[config.mk]
export PLATFORM = sky130hd
export DESIGN_NAME = tanh_series_engine
export DESIGN_NICKNAME = d
export VERILOG_FILES = /design/src/rtl/tanh_series_engine.sv
export SDC_FILE = /design/constraint.sdc
export NUM_CORES = 2
export LEC_CHECK = 0
export CORE_UTILIZATION = 53
export CTS_CLUSTER_DIAMETER = 80
export DETAILED_ROUTE_END_ITERATION = 12
export GPL_ROUTABILITY_DRIVEN = 0
export PLACE_DENSITY = 0.8
export SETUP_SLACK_MARGIN = 0.1
export SYNTH_ARGS = -nofsm -noshare
export SYNTH_HDL_FRONTEND = slang
export SYNTH_SLANG_ARGS = --single-unit
export TNS_END_PERCENT = 100
[constraint.sdc]
create_clock -name clk_i -period 11.1 [get_ports clk_i]
set_input_delay 1.665 -clock clk_i [delete_from_list [all_inputs] [get_ports clk_i]]
set_output_delay 1.665 -clock clk_i [all_outputs]
set_load 0.005 [all_outputs]
[src/rtl/tanh_series_engine.sv]
// tanh_series_engine: iterative odd-power series evaluator.
//   Y = sum_{k<NTERMS} s_k * c_k * X^(2k+1), one multiply-accumulate step per clock.
//   mode_i = 0 selects tanh coefficients with alternating signs.
//   mode_i = 1 selects sinh coefficients 1/(2k+1)!, all positive.
// Ports:
//   clk_i, rst_i  rising-edge clock, synchronous active-high reset
//   start_i       request, sampled only while idle
//   x_in_i        signed Q(W-FRAC).FRAC operand
//   mode_i        series select
//   busy_o        evaluation in progress (SQR, ACC and DONE cycles)
//   done_o        one-cycle pulse; y_out_o is valid from this cycle
//   y_out_o       saturated result, held until the next done
//   ovf_o         saturation occurred while producing y_out_o
module tanh_series_engine #(
  parameter int unsigned W      = 16,
  parameter int unsigned FRAC   = 12,
  parameter int unsigned NTERMS = 4,
  parameter int unsigned AW     = W + 4
) (
  input  logic                clk_i,
  input  logic                rst_i,
  input  logic                start_i,
  input  logic signed [W-1:0] x_in_i,
  input  logic                mode_i,
  output logic                busy_o,
  output logic                done_o,
  output logic signed [W-1:0] y_out_o,
  output logic                ovf_o
);

  localparam int unsigned W2 = 2 * W;

  // round(num/den * 2^FRAC), evaluated at elaboration only
  function automatic longint rnd_coef(input longint num, input longint den);
    return ((num <<< (FRAC + 1)) + den) / (2 * den);
  endfunction

  localparam logic signed [W-1:0] CoefTanh [8] = '{
    W'(rnd_coef(1, 1)), W'(rnd_coef(1, 3)), W'(rnd_coef(2, 15)), W'(rnd_coef(17, 315)),
    W'(rnd_coef(62, 2835)), W'(rnd_coef(1382, 155925)), '0, '0
  };
  localparam logic signed [W-1:0] CoefSinh [8] = '{
    W'(rnd_coef(1, 1)), W'(rnd_coef(1, 6)), W'(rnd_coef(1, 120)), W'(rnd_coef(1, 5040)),
    W'(rnd_coef(1, 362880)), W'(rnd_coef(1, 39916800)), '0, '0
  };

  // Returns {overflow, clamped value}
  function automatic logic [W:0] sat_w(input logic signed [W2-1:0] v);
    if (&v[W2-1:W-1] || ~|v[W2-1:W-1]) return {1'b0, v[W-1:0]};
    else if (v[W2-1])                  return {1'b1, 1'b1, {(W-1){1'b0}}};
    else                               return {1'b1, 1'b0, {(W-1){1'b1}}};
  endfunction

  function automatic logic [W:0] sat_acc(input logic signed [AW-1:0] v);
    if (&v[AW-1:W-1] || ~|v[AW-1:W-1]) return {1'b0, v[W-1:0]};
    else if (v[AW-1])                  return {1'b1, 1'b1, {(W-1){1'b0}}};
    else                               return {1'b1, 1'b0, {(W-1){1'b1}}};
  endfunction

  typedef enum logic [1:0] {StIdle, StSqr, StAcc, StDone} state_e;

  state_e                state_q, state_d;
  logic signed [W-1:0]   xr_q, xr_d, sqr_q, sqr_d, term_q, term_d, y_q, y_d;
  logic signed [AW-1:0]  acc_q, acc_d;
  logic [2:0]            k_q, k_d;
  logic                  mr_q, mr_d, ovf_q, ovf_d, ovf_cand_q, ovf_cand_d;

  logic signed [W2-1:0]  sq_prod, tq_prod, ct_prod;
  logic signed [W-1:0]   coef;
  logic signed [AW-1:0]  ct_term, acc_sum;
  logic [W:0]            sq_sat, tq_sat, acc_sat;
  logic                  last_term;

  assign sq_prod   = W2'(xr_q) * W2'(xr_q);
  assign tq_prod   = W2'(term_q) * W2'(sqr_q);
  assign coef      = mr_q ? CoefSinh[k_q] : CoefTanh[k_q];
  assign ct_prod   = W2'(coef) * W2'(term_q);
  // |c_k * term| >> FRAC stays within W+1 bits, so AW holds it exactly
  assign ct_term   = AW'(ct_prod >>> FRAC);
  assign acc_sum   = (mr_q || !k_q[0]) ? acc_q + ct_term : acc_q - ct_term;
  assign sq_sat    = sat_w(sq_prod >>> FRAC);
  assign tq_sat    = sat_w(tq_prod >>> FRAC);
  assign acc_sat   = sat_acc(acc_sum);
  assign last_term = (k_q == 3'(NTERMS - 1));

  always_comb begin
    state_d    = state_q;
    xr_d       = xr_q;
    mr_d       = mr_q;
    sqr_d      = sqr_q;
    term_d     = term_q;
    acc_d      = acc_q;
    k_d        = k_q;
    y_d        = y_q;
    ovf_d      = ovf_q;
    ovf_cand_d = ovf_cand_q;
    busy_o     = 1'b0;
    done_o     = 1'b0;
    unique case (state_q)
      StIdle: begin
        if (start_i) begin
          xr_d    = x_in_i;
          mr_d    = mode_i;
          state_d = StSqr;
        end
      end
      StSqr: begin
        busy_o     = 1'b1;
        sqr_d      = sq_sat[W-1:0];
        term_d     = xr_q;
        acc_d      = '0;
        k_d        = '0;
        ovf_cand_d = sq_sat[W];
        state_d    = StAcc;
      end
      StAcc: begin
        busy_o = 1'b1;
        acc_d  = acc_sum;
        term_d = tq_sat[W-1:0];
        k_d    = k_q + 3'd1;
        // A term computed after the last step is never used, so it cannot flag overflow
        if (!last_term && tq_sat[W]) ovf_cand_d = 1'b1;
        if (last_term) begin
          // Result registered on entry to DONE so it is valid alongside the done pulse
          y_d     = acc_sat[W-1:0];
          ovf_d   = ovf_cand_q | acc_sat[W];
          state_d = StDone;
        end
      end
      StDone: begin
        busy_o  = 1'b1;
        done_o  = 1'b1;
        state_d = StIdle;
      end
      default: state_d = StIdle;
    endcase
  end

  always_ff @(posedge clk_i) begin
    if (rst_i) begin
      state_q    <= StIdle;
      xr_q       <= '0;
      mr_q       <= 1'b0;
      sqr_q      <= '0;
      term_q     <= '0;
      acc_q      <= '0;
      k_q        <= '0;
      y_q        <= '0;
      ovf_q      <= 1'b0;
      ovf_cand_q <= 1'b0;
    end else begin
      state_q    <= state_d;
      xr_q       <= xr_d;
      mr_q       <= mr_d;
      sqr_q      <= sqr_d;
      term_q     <= term_d;
      acc_q      <= acc_d;
      k_q        <= k_d;
      y_q        <= y_d;
      ovf_q      <= ovf_d;
      ovf_cand_q <= ovf_cand_d;
    end
  end

  assign y_out_o = y_q;
  assign ovf_o   = ovf_q;

endmodule

==> flow_summary.json <==
{
  "grt_pass1_vias": 24900,
  "fin_cells": 4262,
  "syn_nets": 4512,
  "first_pass_iters": 7,
  "cts_num_sinks": 92,
  "cp_slowest_stage_delay_ps": 580,
  "syn_to_final_growth_pct": 4.87,
  "synth_warnings": 0,
  "grt_pass1_wl_mm": 124,
  "hp-class": "register to register",
  "drt_iter0_drc": 1699,
  "slowest_stage": "or4_1",
  "fin_crit_sh": 0.940,
  "cp.arrival_ps": 10710,
  "r2r-start": "k_q[0]",
  "antenna_left": 0,
  "status": "complete, no violations",
  "cts_tree": "built",
  "floorplan.initialDensity": 0.537,
  "rsz0062_at_grt": "no",
  "cp-start-kind": "register",
  "leakage_nw": 15.6,
  "worstPathRequired_ps": 11370,
  "setup_viol": 0,
  "seq_area_frac_synth": 0.0594,
  "crit_top_cell": "fa_1",
  "die_w_um": 244,
  "syn_avg_cell_area_um2": 8.77,
  "portBuffers": 38,
  "postSynthCellCount": 3534,
  "synth_top_area_share": 0.411,
  "drc_errors": 0,
  "synthDistinctLibCells": 89,
  "tns_ps": 0,
  "wl_per_cell_um": 17.0,
  "dpl.hpwl_mm": 58.5,
  "synthTopCellsByArea": "fa_1 41%, ha_1 13%, inv_1 9.8%",
  "multi_input_area_mm2": 0.0255,
  "critPathTopFamily": "adder cells",
  "period_needed_ps": 10440,
  "cp_num_buf_inv": 8,
  "power.density_mw_per_mm2": 146,
  "hold_viol": 0,
  "drive_above_1_share": 0.0352,
  "num_vias": 23500,
  "async_flop_share": 0,
  "dp_cells": 4242,
  "nNetsFinal": 4469,
  "die-area_mm2": 0.0594,
  "crit_type": "register to register",
  "placementRows": 88,
  "ctsHoldBuffers": 0,
  "fill_cells": 5002,
  "seqCellArea_mm2": 0.00184,
  "cts_buffers": 9,
  "tightest_slew_ps": 1230,
  "setup_slack_ps": 661,
  "grt_max_degree": 48,
  "min_from": "acc_q[0]",
  "max_slew_margin": 0.168,
  "cap_viol_max_count": 0,
  "die_y_um": 244,
  "core_mm2": 0.0577,
  "clk_latency_ps": 390,
  "critPathLaunch": "k_q[0]",
  "synth_area_mm2": 0.0310,
  "clkTransAtPathRegs_ps": 80,
  "final_core_util": 0.563,
  "dp_worst_setup_slack_ps": 183,
  "synth_edf_count": 0,
  "ys_ff_latch": 92,
  "viasPerCell": 5.52,
  "path_max_fanout": 16,
  "wirelength_mm": 72.3,
  "grtUsageTotal": 0.258,
  "io_pins": 39,
  "endpoint_kind": "register",
  "cts_buffer_depth": 2,
  "synth_area_leader_cell": "fa_1",
  "grt_overflow": 0,
  "maxClockFrequency_mhz": 95.8,
  "cts.htree.levels": 3,
  "synth-main-ff-cell": "dfxtp_1",
  "clock_skew_ps": 15.0,
  "ctsRootBufferMaster": "clkbuf_16",
  "ir_drop_mv": 0.168,
  "antenna_found_initial": 1,
  "maxSlewViolCount": 0
}
## worst reg2reg max path: cells and delay by family (launching register included)
family / cells / cell delay [ps]
flops: 1 / 340
fa+ha+maj: 10 / 4210
compound gates: 13 / 2780
buf+inv: 8 / 1000
xor+xnor: 2 / 450
simple gates: 6 / 1550
## per-layer routing
| layer | track usage | up-vias | routed length (um) |
|---|---|---|---|
| li1 | - | 10800 | - |
| met1 | 0.336 | 11800 | 29300 |
| met2 | 0.442 | 855 | 35600 |
| met3 | 0.0335 | 134 | 4930 |
| met4 | 0.0923 | 0 | 2460 |
| met5 | 0 | - | 0 |
## Yosys cell counts, types with 29 or more instances
master and count:
nand2b_1 38, nor2_1 169, dfxtp_1 92, a21oi_1 125, nor3_1 46, xor2_1 29, ha_1 322, xnor2_1 63
fa_1 636, inv_1 810, o21ai_0 71, a21o_1 40, and2_1 232, clkbuf_1 133, nand2_1 386
## registers in the layout, indices dropped and copies added (netlist names), 2 cells and up
signal,cells
term_q,16
xr_q,16
state_q,2
k_q,3
acc_q,20
sqr_q,16
y_out_o,16
## area by class of cell
class,instances,area share
antenna,1,0.0000770
clock buffer,10,0.00705
clock inverter,6,0.00219
inverter,814,0.0940
multi-input combinational,2478,0.786
sequential,92,0.0567
tap,765,0.0295
timing repair buffer,96,0.0250
## worst paths after layout
path,end,slack (ps),depth (start not counted)
max,ovf_o,660,39
min,acc_q[0],470,2
max reg2reg,ovf_o,660,39
min reg2reg,acc_q[0],470,2
## placed cells by master, fill, tap and decap left out, types with 19 or more instances in the layout
cell type        count
a21o_1              40
a21oi_1            121
a22oi_1             21
and2_1             232
buf_4               58
clkdlybuf4s50_1     37
dfxtp_1             91
fa_1               636
ha_1               322
inv_1              810
nand2_1            386
nand2b_1            38
nand3_1             20
nor2_1             169
nor3_1              46
o21a_1              19
o21ai_0             70
xnor2_1             63
xor2_1              29
## what timing repair did
action                     in CTS  in global routing
buffers inserted                0                  3
setup endpoints to repair       0                 18
gates resized for setup         0                 13
## where the power goes
part           leakage, nW  switching (mW)  internal, mW
sequential           0.749           0.289         0.396
combinational         14.7            2.28          1.43
clock                0.140           0.169         0.177
total                 15.6            2.74          2.00
## stage by stage
step,hold WS [ps],area [um2],power (mW)
2_1_floorplan,445,31000,3.26
3_3_place_gp,457,32100,4.14
3_5_place_dp,461,32100,4.25
4_1_cts,473,32400,4.63
5_1_grt,494,32500,5.21
6_report,473,32500,4.74
## logic make-up (layout without fill, tap and decap cells)
family / count (synthesis) / in the layout / share of synthesized area
compound gates: 439 / 439 / 0.0983
fa+ha+maj: 958 / 958 / 0.541
buf+inv: 964 / 926 / 0.119
mux: 9 / 9 / 0.00351
other cells: 0 / 1 / 0
flops: 92 / 92 / 0.0594
xor+xnor: 92 / 92 / 0.0260
simple gates: 980 / 980 / 0.153
Power figures use the tool's default switching activity.
